`src/rtl/alu_pkg.sv`:
```
// alu_pkg: definitions shared between the PE ALU and its issue controller.
//   - ALU_Sel operation codes (5 bits); codes above ALU_OP_MAX are invalid.
//   - FSM state encoding used by alu_issue_ctrl.
//   - op_is_valid(): opcode range check.
package alu_pkg;

    localparam logic [4:0] ALU_ADD    = 5'b00000;
    localparam logic [4:0] ALU_SUB    = 5'b00001;
    localparam logic [4:0] ALU_AND    = 5'b00010;
    localparam logic [4:0] ALU_OR     = 5'b00011;
    localparam logic [4:0] ALU_XOR    = 5'b00100;
    localparam logic [4:0] ALU_NOR    = 5'b00101;
    localparam logic [4:0] ALU_NAND   = 5'b00110;
    localparam logic [4:0] ALU_XNOR   = 5'b00111;
    localparam logic [4:0] ALU_SLT    = 5'b01000;
    localparam logic [4:0] ALU_SLTU   = 5'b01001;
    localparam logic [4:0] ALU_SLL    = 5'b01010;
    localparam logic [4:0] ALU_SRL    = 5'b01011;
    localparam logic [4:0] ALU_ROL    = 5'b01100;
    localparam logic [4:0] ALU_ROR    = 5'b01101;
    localparam logic [4:0] ALU_PASSB  = 5'b01110;
    localparam logic [4:0] ALU_SRA    = 5'b01111;
    localparam logic [4:0] ALU_LB     = 5'b10000;
    localparam logic [4:0] ALU_LH     = 5'b10001;
    localparam logic [4:0] ALU_LBU    = 5'b10010;
    localparam logic [4:0] ALU_LHU    = 5'b10011;
    localparam logic [4:0] ALU_OP_MAX = 5'b10011;

    typedef enum logic [1:0] {
        ST_IDLE  = 2'b00,
        ST_ISSUE = 2'b01,
        ST_WAIT  = 2'b10,
        ST_RESP  = 2'b11
    } issue_state_e;

    function automatic logic op_is_valid(input logic [4:0] op);
        return (op <= ALU_OP_MAX);
    endfunction

endpackage

```
`src/rtl/alu_issue_wdog.sv`:
```
// alu_issue_wdog: wait-cycle counter for alu_issue_ctrl.
//   clk     rising-edge clock
//   rst     synchronous, active-high reset
//   clear   forces the count back to 0 (held while not waiting)
//   enable  advances the count by one per cycle
//   expired high while the count equals TIMEOUT-1
// The count saturates at TIMEOUT-1 so expired cannot wrap back low.
module alu_issue_wdog #(
    parameter int TIMEOUT = 16
) (
    input  logic clk,
    input  logic rst,
    input  logic clear,
    input  logic enable,
    output logic expired
);

    localparam int CNT_W = $clog2(TIMEOUT);
    localparam logic [CNT_W-1:0] LAST = CNT_W'(TIMEOUT - 1);

    logic [CNT_W-1:0] cnt;

    always_ff @(posedge clk) begin
        if (rst || clear) begin
            cnt <= '0;
        end else if (enable && !expired) begin
            cnt <= cnt + CNT_W'(1);
        end
    end

    assign expired = (cnt == LAST);

endmodule

```
`src/rtl/alu_issue_ctrl.sv`:
```
// alu_issue_ctrl: initiator side of the PE ALU interface.
// Takes one request at a time over a valid/ready port, presents the operands to
// the ALU, waits for ALUcomplete (bounded by TIMEOUT wait cycles) and returns
// the captured result, Zero flag and tag over a valid/ready response port.
// Opcodes above ALU_OP_MAX and hung operations produce an error response.
//   clk, rst                       clock, synchronous active-high reset
//   req_valid/ready/a/b/op/tag     request port
//   alu_a/b/sel                    operands to the ALU (held between operations)
//   alu_out/zero/complete          ALU results
//   rsp_valid/ready/data/zero/tag/err  response port
module alu_issue_ctrl
    import alu_pkg::*;
#(
    parameter int WIDTH   = 32,
    parameter int TAG_W   = 4,
    parameter int TIMEOUT = 16
) (
    input  logic             clk,
    input  logic             rst,
    input  logic             req_valid,
    output logic             req_ready,
    input  logic [WIDTH-1:0] req_a,
    input  logic [WIDTH-1:0] req_b,
    input  logic [4:0]       req_op,
    input  logic [TAG_W-1:0] req_tag,
    output logic [WIDTH-1:0] alu_a,
    output logic [WIDTH-1:0] alu_b,
    output logic [4:0]       alu_sel,
    input  logic [WIDTH-1:0] alu_out,
    input  logic             alu_zero,
    input  logic             alu_complete,
    output logic             rsp_valid,
    input  logic             rsp_ready,
    output logic [WIDTH-1:0] rsp_data,
    output logic             rsp_zero,
    output logic [TAG_W-1:0] rsp_tag,
    output logic             rsp_err
);

    issue_state_e state_q;
    issue_state_e state_d;
    logic         accept;
    logic         wdog_expired;

    assign accept = (state_q == ST_IDLE) && req_valid;

    alu_issue_wdog #(
        .TIMEOUT (TIMEOUT)
    ) u_wdog (
        .clk     (clk),
        .rst     (rst),
        .clear   (state_q != ST_WAIT),
        .enable  (state_q == ST_WAIT),
        .expired (wdog_expired)
    );

    always_ff @(posedge clk) begin
        if (rst) begin
            state_q <= ST_IDLE;
        end else begin
            state_q <= state_d;
        end
    end

    always_comb begin
        state_d   = state_q;
        req_ready = 1'b0;
        rsp_valid = 1'b0;
        case (state_q)
            ST_IDLE: begin
                req_ready = 1'b1;
                if (req_valid) begin
                    state_d = op_is_valid(req_op) ? ST_ISSUE : ST_RESP;
                end
            end
            // ALUcomplete seen here belongs to a previous operation.
            ST_ISSUE: state_d = ST_WAIT;
            ST_WAIT: begin
                if (alu_complete || wdog_expired) begin
                    state_d = ST_RESP;
                end
            end
            ST_RESP: begin
                rsp_valid = 1'b1;
                if (rsp_ready) begin
                    state_d = ST_IDLE;
                end
            end
            default: state_d = ST_IDLE;
        endcase
    end

    // Operand and response registers. Operands only change on a valid accept,
    // so the ALU inputs stay quiet while idle and across rejected opcodes.
    always_ff @(posedge clk) begin
        if (rst) begin
            alu_a    <= '0;
            alu_b    <= '0;
            alu_sel  <= ALU_ADD;
            rsp_data <= '0;
            rsp_zero <= 1'b0;
            rsp_tag  <= '0;
            rsp_err  <= 1'b0;
        end else if (accept) begin
            rsp_tag <= req_tag;
            if (op_is_valid(req_op)) begin
                alu_a   <= req_a;
                alu_b   <= req_b;
                alu_sel <= req_op;
            end else begin
                rsp_data <= '0;
                rsp_zero <= 1'b0;
                rsp_err  <= 1'b1;
            end
        end else if (state_q == ST_WAIT) begin
            // Completion wins over expiry when both land in the same cycle.
            if (alu_complete) begin
                rsp_data <= alu_out;
                rsp_zero <= alu_zero;
                rsp_err  <= 1'b0;
            end else if (wdog_expired) begin
                rsp_data <= '0;
                rsp_zero <= 1'b0;
                rsp_err  <= 1'b1;
            end
        end
    end

endmodule

```
`config.mk`:
```
export PLATFORM = sky130hd
export DESIGN_NAME = alu_issue_ctrl
export DESIGN_NICKNAME = d
export VERILOG_FILES = /design/src/rtl/alu_pkg.sv /design/src/rtl/alu_issue_wdog.sv /design/src/rtl/alu_issue_ctrl.sv
export SDC_FILE = /design/constraint.sdc
export NUM_CORES = 1
export LEC_CHECK = 0
export ABC_AREA = 1
export BUFFER_PORTS_ARGS = -buffer_cell sky130_fd_sc_hd__buf_2
export CELL_PAD_IN_SITES_DETAIL_PLACEMENT = 1
export CELL_PAD_IN_SITES_GLOBAL_PLACEMENT = 2
export CORE_ASPECT_RATIO = 1.25
export CORE_MARGIN = 3
export CORE_UTILIZATION = 24
export DETAILED_ROUTE_END_ITERATION = 12
export PLACE_DENSITY_LB_ADDON = 0.3
export SLEW_MARGIN = 30
export SYNTH_ARGS = -nofsm -noshare
export SYNTH_HDL_FRONTEND = slang
export SYNTH_SLANG_ARGS = --single-unit
```
`constraint.sdc`:
```
create_clock -name clk -period 2.2 [get_ports clk]
set_clock_uncertainty 0.1 [all_clocks]
set_input_delay 0.44 -clock clk [delete_from_list [all_inputs] [get_ports clk]]
set_output_delay 0.44 -clock clk [all_outputs]
set_load 0.005 [all_outputs]
```
==> impl_metrics.env, run 1 <==
export IMPL_rsz0062_at_grt="no"
export IMPL_synth_avg_cell_area_um2=7.43
export IMPL_synth_edff_count=0
export IMPL_timing_hold_violations_final=0
export IMPL_yosys_top_cells_area="dfxtp_1, nor2_1, o21ai_0"
export IMPL_cts_tree="done"
export IMPL_die_h_um=158
export IMPL_initial_core_util_pct=24.5
export IMPL_vias=4639
export IMPL_synth_nets=716
export IMPL_netlist_area_um2=4460
export IMPL_total_power_mw=8.06
export IMPL_post_route_period_util_pct=87.5
export IMPL_dieArea_um2=20300
export IMPL_ys_types=27
export IMPL_min_period_ps=1930
export IMPL_drc=0
export IMPL_synth_seq_area_share_pct=50.8
export IMPL_critical_path_peak_fanout=46
export IMPL_cts_resized=0
export IMPL_synthToLayoutAreaGrowth_pct=42.6
export IMPL_ir_drop_mv=0.463
export IMPL_cpMaxStageDelayCell="dfxtp_1"
export IMPL_port_buffers=219
export IMPL_achievable_frequency_mhz=519
export IMPL_ios=220
export IMPL_drtAntennaViolNets=0
export IMPL_numCtsBuffers=17
export IMPL_async_flop_share_pct=0
export IMPL_place_gp_congestion=0.748
export IMPL_grt_pass1_wl_mm=23.8
export IMPL_grt_ovfl_total=0
export IMPL_vias_per_cell=4.44
export IMPL_wl_per_cell_um=14.4
export IMPL_hold_ws_ps=129
export IMPL_p_per_area_nw_per_um2=1270
export IMPL_crit_chain="inv_1 -> ha_1 -> nand2_4 -> clkinv_4 -> nand2_4 -> inv_2 -> buf_12 -> nor2_1 -> nor2_1"
export IMPL_drt_total_wl_mm=15.0
export IMPL_first_global_vias=4871
export IMPL_slew_viol_final=0
export IMPL_holdBufCountCts=0
export IMPL_firstDrtPassIters=4
export IMPL_status="finished clean"
export IMPL_drt_initial_drc_count=106
export IMPL_cts_sink_count=113
export IMPL_ys_flop_type="dfxtp_1"
export IMPL_cp_end_kind="flip-flop"
export IMPL_grt_max_degree=68
export IMPL_rows=55
export IMPL_antenna_cells=0
export IMPL_insertion_delay_ps=410
export IMPL_maxSlewHeadroom_pct=72.5
export IMPL_yosysTopAreaCellShare_pct=50.8
export IMPL_leakage_nw=3.09
export IMPL_cts_setup_buffers=0
export IMPL_cts_root_buffer="clkbuf_16"
export IMPL_postSynthCellCount=600
export IMPL_synth_top_area_cell="dfxtp_1"
export IMPL_clk_path_buf_depth=2
export IMPL_cts_max_level=4
export IMPL_setup_violations=0
export IMPL_ys_warn_count=0
export IMPL_nets=921
export IMPL_clk_pin_slew_ps=60
export IMPL_pre_cts_ws_ps=255
export IMPL_layout_setup_ws_ps=274
export IMPL_setup_tns_ps=0
export IMPL_drive_gt1_share_pct=33.0
export IMPL_antenna_found_initial=1
export IMPL_crit_required_ps=2440
export IMPL_arrival_ps=2170
export IMPL_ys_ff_latch=113
export IMPL_cap_violations=0
export IMPL_grt_usage_pct=14.6
export IMPL_core_um2=18200
export IMPL_die_w_um=128
export IMPL_dp_hpwl_mm=11.0
export IMPL_min_path_type="input pin to flip-flop"
export IMPL_worstMarginPinSlew_ps=412
export IMPL_crit_path_max_incr_delay_ps=310
export IMPL_worst_setup_path_type="flip-flop to flip-flop"
export IMPL_startpoint_type="flip-flop"
[path summary, 6_finish.rpt]
path	from	end	slack, ps	depth (start not counted)
setup / recovery	state_q[0]	alu_b[17]	270	9
hold / removal	rst	alu_sel[2]	130	2
setup reg to reg	state_q[0]	alu_b[17]	270	9
hold reg to reg	alu_sel[2]	alu_sel[2]	370	2
[layout by cell type, fill, tap and decap left out, drive strengths merged]
| cell type | n |
|---|---|
| dfxtp | 113 |
| nor2 | 183 |
| nand4 | 1 |
| o21a | 1 |
| nor3 | 1 |
| nand3 | 39 |
| nand2 | 84 |
| buf | 228 |
| ha | 5 |
| or2 | 1 |
| inv | 17 |
| clkinvlp | 4 |
| a21oi | 38 |
| clkbuf | 17 |
| clkinv | 5 |
| o211ai | 1 |
| bufinv | 3 |
| o21ai | 76 |
[metrics by stage]
| step | instance area (um2) | utilization, % | std cells |
|---|---|---|---|
| 6_report | 6360 | 35.0 | 1045 |
| 5_1_grt | 6360 | 35.0 | 1045 |
| 4_1_cts | 6360 | 35.0 | 1045 |
| 3_5_place_dp | 5750 | 31.7 | 1014 |
| 3_3_place_gp | 5750 | 31.7 | 1014 |
| 2_1_floorplan | 4460 | - | 600 |
[layout make-up]
type                    count  area, um2
clock inverters            14        181
flip-flops and latches    113       2260
inverters                  15       61.3
clock buffers              17        425
fillers                  2285      11800
repair buffers            228       1240
multi-input cells         430       1900
well taps                 228        285
[synthesized netlist by cell type, types with 2 or more instances]
master    instances
nor2_1          182
dfxtp_1         113
nand2_1          81
o21ai_0          74
a21oi_1          38
nand3_1          36
clkbuf_1         14
inv_1            12
buf_2            11
buf_4            11
ha_1              5
nand3_2           3
buf_1             2
buf_6             2
clkbuf_2          2
nand2_4           2
o21ai_1           2
[registers in the layout, indices dropped and copies added, names as in the netlist]
register,cells
u_wdog.cnt,4
rsp_err,1
rsp_data,32
state_q,2
alu_a,32
alu_b,32
alu_sel,5
rsp_zero,1
rsp_tag,4
[power breakdown]
part | leakage (nW) | total, mW | switching, mW | internal (mW)
combinational | 1.88 | 2.44 | 1.44 | 0.998
sequential | 0.927 | 2.79 | 0.255 | 2.54
clock | 0.283 | 2.83 | 1.04 | 1.79
total | 3.09 | 8.06 | 2.74 | 5.33
[cells by family (layout without fill, tap and decap cells)]
family | after synthesis | in the layout | share of synthesized area [%]
DFF | 113 | 113 | 50.8
and+or+nand+nor | 309 | 309 | 28.2
AOI/OAI and AO/OA | 116 | 116 | 13.1
buffers and inverters | 57 | 274 | 6.54
adders and majority gates | 5 | 5 | 1.40
[critical path, delay by kind of cell (launching register included)]
family / cells / cell delay, ps
flops: 1 / 310
buf+inv: 4 / 800
fa+ha+maj: 1 / 250
simple gates: 4 / 360
[metal layers]
layer | GRT usage [%] | share of wire (%)
met4 | 5.61 | 1.6
met1 | 16.7 | 42
met3 | 6.28 | 9.7
met2 | 24.2 | 47
met5 | 0 | 0.053
Power figures use the tool's default switching activity.
==> run 2, diff against run 1 <==
--- a/config.mk
+++ b/config.mk
@@ -14,6 +14,7 @@
 export CORE_UTILIZATION = 24
 export DETAILED_ROUTE_END_ITERATION = 12
 export PLACE_DENSITY_LB_ADDON = 0.3
+export REMOVE_ABC_BUFFERS = 1
 export SLEW_MARGIN = 30
 export SYNTH_ARGS = -nofsm -noshare
 export SYNTH_HDL_FRONTEND = slang
==> impl_metrics.env, run 2 (synthesized netlist as in run 1, its figures left out) <==
export IMPL_grt_ovfl_total=0
export IMPL_p_comb_share_pct=30.7
export IMPL_drtAntennaViolNets=0
export IMPL_setup_violations=0
export IMPL_maxSlewHeadroom_pct=70.0
export IMPL_timing_hold_violations_final=0
export IMPL_dieArea_um2=20300
export IMPL_utilization_pct=34.8
export IMPL_clk_path_buf_depth=2
export IMPL_place_gp_congestion=0.734
export IMPL_min_path_type="input pin to flip-flop"
export IMPL_vias_per_cell=4.42
export IMPL_cts_setup_buffers=0
export IMPL_ir_drop_mv=0.508
export IMPL_initial_core_util_pct=24.5
export IMPL_arrival_ps=2060
export IMPL_firstDrtPassIters=4
export IMPL_power_switching_mw=2.63
export IMPL_final_common_cell="buf_2"
export IMPL_crit_required_ps=2400
export IMPL_post_route_period_util_pct=84.5
export IMPL_die_w_um=128
export IMPL_crit_path_max_incr_delay_ps=360
export IMPL_cp_end_kind="flip-flop"
export IMPL_p_per_area_nw_per_um2=1250
export IMPL_mostFrequentLayoutCells="buf_2, nor2_1, dfxtp_1"
export IMPL_worstMarginPinSlew_ps=450
export IMPL_switching_share_pct=33.3
export IMPL_top_regs="alu_a x32, alu_b x32, rsp_data x32"
export IMPL_grt_pass1_wl_mm=23.2
export IMPL_layout_setup_ws_ps=341
export IMPL_startpoint_type="flip-flop"
export IMPL_grt_usage_pct=14.4
export IMPL_cts_root_buffer="clkbuf_16"
export IMPL_nets=920
export IMPL_worst_setup_path_type="flip-flop to flip-flop"
export IMPL_antenna_found_initial=3
export IMPL_rows=55
export IMPL_numCtsBuffers=17
export IMPL_holdBufCountCts=0
export IMPL_hold_ws_ps=138
export IMPL_synthToLayoutAreaGrowth_pct=41.9
export IMPL_ios=220
export IMPL_cts_tree="done"
export IMPL_drc=0
export IMPL_clkPwrFrac_pct=34.1
export IMPL_cap_violations=0
export IMPL_pre_cts_ws_ps=163
export IMPL_core_um2=18200
export IMPL_slew_viol_final=0
export IMPL_achievable_frequency_mhz=538
export IMPL_p_int_mw=5.27
export IMPL_rsz0062_at_grt="no"
export IMPL_clk_pin_slew_ps=60
export IMPL_drive_gt1_share_pct=32.8
export IMPL_cp_top_family="simple AND/OR/NAND/NOR gates"
export IMPL_leakage_nw=3.07
export IMPL_insertion_delay_ps=400
export IMPL_drt_initial_drc_count=170
export IMPL_fill_cells=2312
export IMPL_cts_sink_count=113
export IMPL_cts_max_level=4
export IMPL_min_period_ps=1860
export IMPL_dp_hpwl_mm=10.8
export IMPL_die_h_um=158
export IMPL_drt_total_wl_mm=15.0
export IMPL_grt_max_degree=69
export IMPL_crit_chain="inv_1 -> ha_1 -> nand2_4 -> nand3_2 -> buf_12 -> a21oi_1 -> nor2_1"
export IMPL_worst_path_buf_inv=2
export IMPL_pwr_share_seq_pct=35.2
export IMPL_vias=4626
export IMPL_first_global_vias=4623
export IMPL_wl_per_cell_um=14.3
export IMPL_status="finished clean"
export IMPL_critical_path_peak_fanout=44
export IMPL_port_buffers=219
export IMPL_total_power_mw=7.90
export IMPL_cpMaxStageDelayCell="dfxtp_1"
[run 2: repair_timing]
item / 4_1_cts / 5_1_grt
endpoints found under the hold margin: 0 / 0
resized for setup: 0 / 3
endpoints found under the setup margin: 0 / 18
[run 2: routing by layer]
| metal | up-vias | global-route usage [%] | part of all wire (%) |
|---|---|---|---|
| met3 | 27 | 4.60 | 5.9 |
| met2 | 124 | 25.2 | 51 |
| met4 | 2 | 6.52 | 2.7 |
| li1 | 2333 | - | - |
| met1 | 2140 | 15.9 | 40 |
| met5 | - | 0 | 0.087 |
[run 2: path summary, 6_finish.rpt]
check / cells after the start / from / endpoint / slack, ps
max: 7 / state_q[1] / rsp_data[8] / 340
min reg2reg: 2 / alu_sel[2] / alu_sel[2] / 370
min: 2 / rst / alu_sel[3] / 140
max reg2reg: 7 / state_q[1] / rsp_data[8] / 340
[run 2: area by class of cell]
cell class / instances / area [um2] / area share, %
antenna: 3 / 7.51 / 0.119
clock buffer: 21 / 470 / 7.44
clock inverter: 10 / 110 / 1.74
inverter: 15 / 63.8 / 1.01
multi-input combinational: 430 / 1900 / 30.1
sequential: 113 / 2260 / 35.8
tap: 228 / 285 / 4.51
timing repair buffer: 227 / 1220 / 19.3
[run 2: worst reg2reg max path, delay by kind of cell, from the launching register on]
kind	cells	cell delay [ps]
and+or+nand+nor	3	490
buffers and inverters	2	380
DFF	1	360
adders and majority gates	1	240
AOI/OAI and AO/OA	1	200
[run 2: through the flow]
step	area, um2	std cells	TNS [ps]
detailed placement	5730	1013	0
floorplan	4230	558	-4590
global route	6320	1046	0
CTS	6310	1044	0
global placement	5730	1013	0
finish	6320	1047	0
[run 2: power by group through the flow]
stage	clock network, mW	registers [mW]	logic [mW]
6_report	2.69	2.78	2.43
5_1_grt	2.90	2.84	2.80
4_1_cts	2.77	2.79	2.49
3_5_place_dp	0	2.82	2.49
3_3_place_gp	0	2.81	2.40
2_1_floorplan	0	2.85	1.32
==> run 3, diff against run 2 <==
==> constraint.sdc (replaced) <==
create_clock -name clk -period 1.9 [get_ports clk]
set_clock_uncertainty 0.1 [all_clocks]
set_input_delay 0.38 -clock clk [delete_from_list [all_inputs] [get_ports clk]]
set_output_delay 0.38 -clock clk [all_outputs]
set_load 0.005 [all_outputs]
==> impl_metrics.env, run 3 (synthesized netlist as in run 1, its figures left out) <==
export IMPL_status="finished clean"
export IMPL_crit_required_ps=2100
export IMPL_min_path_type="input pin to flip-flop"
export IMPL_postPlaceCellArea_um2=5750
export IMPL_vias_per_cell=4.49
export IMPL_mostFrequentLayoutCells="buf_2, nor2_1, dfxtp_1"
export IMPL_achievable_frequency_mhz=573
export IMPL_vias=4719
export IMPL_drive_gt1_share_pct=33.4
export IMPL_drtAntennaViolNets=0
export IMPL_setup_violations=0
export IMPL_grt_ovfl_total=0
export IMPL_top_regs="alu_a x32, alu_b x32, rsp_data x32"
export IMPL_min_period_ps=1740
export IMPL_first_global_vias=4678
export IMPL_crit_chain="inv_1 -> ha_2 -> nand2_4 -> clkinv_4 -> nand3_2 -> nand2_2 -> buf_12 -> nand3_1 -> nand2_1 -> nor2_1"
export IMPL_nets=926
export IMPL_worstMarginPinSlew_ps=327
export IMPL_grt_usage_pct=14.4
export IMPL_antenna_found_initial=2
export IMPL_drc=0
export IMPL_place_gp_congestion=0.763
export IMPL_grt_pass1_wl_mm=23.0
export IMPL_dp_hpwl_mm=10.6
export IMPL_worst_setup_path_type="flip-flop to flip-flop"
export IMPL_rsz0062_at_grt="no"
export IMPL_synthToLayoutAreaGrowth_pct=43.0
export IMPL_critical_path_peak_fanout=67
export IMPL_core_um2=18200
export IMPL_startpoint_type="flip-flop"
export IMPL_cp_end_kind="flip-flop"
export IMPL_port_buffers=219
export IMPL_numCtsBuffers=17
export IMPL_die_w_um=128
export IMPL_die_h_um=158
export IMPL_regToRegSetupSlack_ps=160
export IMPL_grt_max_degree=69
export IMPL_p_per_area_nw_per_um2=1430
export IMPL_arrival_ps=1940
export IMPL_crit_path_max_incr_delay_ps=310
export IMPL_cts_max_level=4
export IMPL_cts_tree="done"
export IMPL_holdBufCountCts=0
export IMPL_clk_pin_slew_ps=50
export IMPL_fill_cells=2289
export IMPL_rows=55
export IMPL_clk_path_buf_depth=2
export IMPL_leakage_nw=3.10
export IMPL_drt_total_wl_mm=15.2
export IMPL_total_power_mw=9.11
export IMPL_dieArea_um2=20300
export IMPL_cp_top_family="simple AND/OR/NAND/NOR gates"
export IMPL_worst_path_buf_inv=3
export IMPL_firstDrtPassIters=5
export IMPL_final_cell_area_um2=6370
export IMPL_cts_sink_count=113
export IMPL_timing_hold_violations_final=0
export IMPL_maxSlewHeadroom_pct=78.2
export IMPL_ios=220
export IMPL_cap_violations=0
export IMPL_ir_drop_mv=0.532
export IMPL_slew_viol_final=0
export IMPL_setup_tns_ps=0
export IMPL_initial_core_util_pct=24.5
export IMPL_insertion_delay_ps=400
export IMPL_final_common_cell="buf_2"
export IMPL_cts_root_buffer="clkbuf_16"
export IMPL_wl_per_cell_um=14.4
export IMPL_cpMaxStageDelayCell="dfxtp_1"
export IMPL_post_route_period_util_pct=91.8
export IMPL_drt_initial_drc_count=131
-- run 3: cell types whose count changed in the layout (fill, tap and decap cells not counted), moves of 2 or more --
cell / before / now
buf_12: 5 / 7
diode_2: 3 / 1
clkbuf_1: 1 / 3
buf_4: 2 / 6
-- run 3: per-layer routing --
layer  up-vias  wire [um]  track usage, %
met5         -         13               0
met4         2        276            5.97
met3        21        873            4.77
met2       124       8010            26.8
met1      2223       5990            14.9
li1       2349          -               -
-- run 3: final timing paths --
path,to,start,depth (start not counted)
max reg2reg,rsp_data[24],state_q[0],10
min,alu_sel[2],rst,2
min reg2reg,alu_sel[2],alu_sel[2],2
max,rsp_data[24],state_q[0],10
-- run 3: repair_timing --
item | 4_1_cts | 5_1_grt
resized for setup | 0 | 2
setup endpoints to repair | 0 | 33
setup buffers | 0 | 4
-- run 3: stage by stage --
stage | instances | utilization, % | setup WS (ps) | hold WS, ps
final | 1052 | 35.1 | 155 | 72.6
after global routing | 1052 | 35.1 | 30.0 | 45.3
after CTS | 1046 | 34.7 | 10.2 | 46.4
after detailed placement | 1014 | 31.7 | 26.2 | 360
after global placement | 1014 | 31.7 | 152 | 345
after floorplan | 558 | - | -449 | 349
-- run 3: report_power, final --
| group | internal (mW) | switching (mW) | leakage, nW |
|---|---|---|---|
| clock | 1.85 | 1.10 | 0.266 |
| sequential | 2.94 | 0.278 | 0.928 |
| combinational | 1.23 | 1.70 | 1.91 |
-- run 3: layout make-up --
cell class | count | area, um2 | share of cell area, %
Multi-Input combinational cell | 430 | 1910 | 29.9
Antenna cell | 1 | 2.50 | 0.0393
Tap cell | 228 | 285 | 4.47
Timing Repair Buffer | 233 | 1310 | 20.5
Sequential cell | 113 | 2260 | 35.5
Inverter | 15 | 61.3 | 0.962
Clock buffer | 22 | 464 | 7.28
Clock inverter | 10 | 86.3 | 1.35
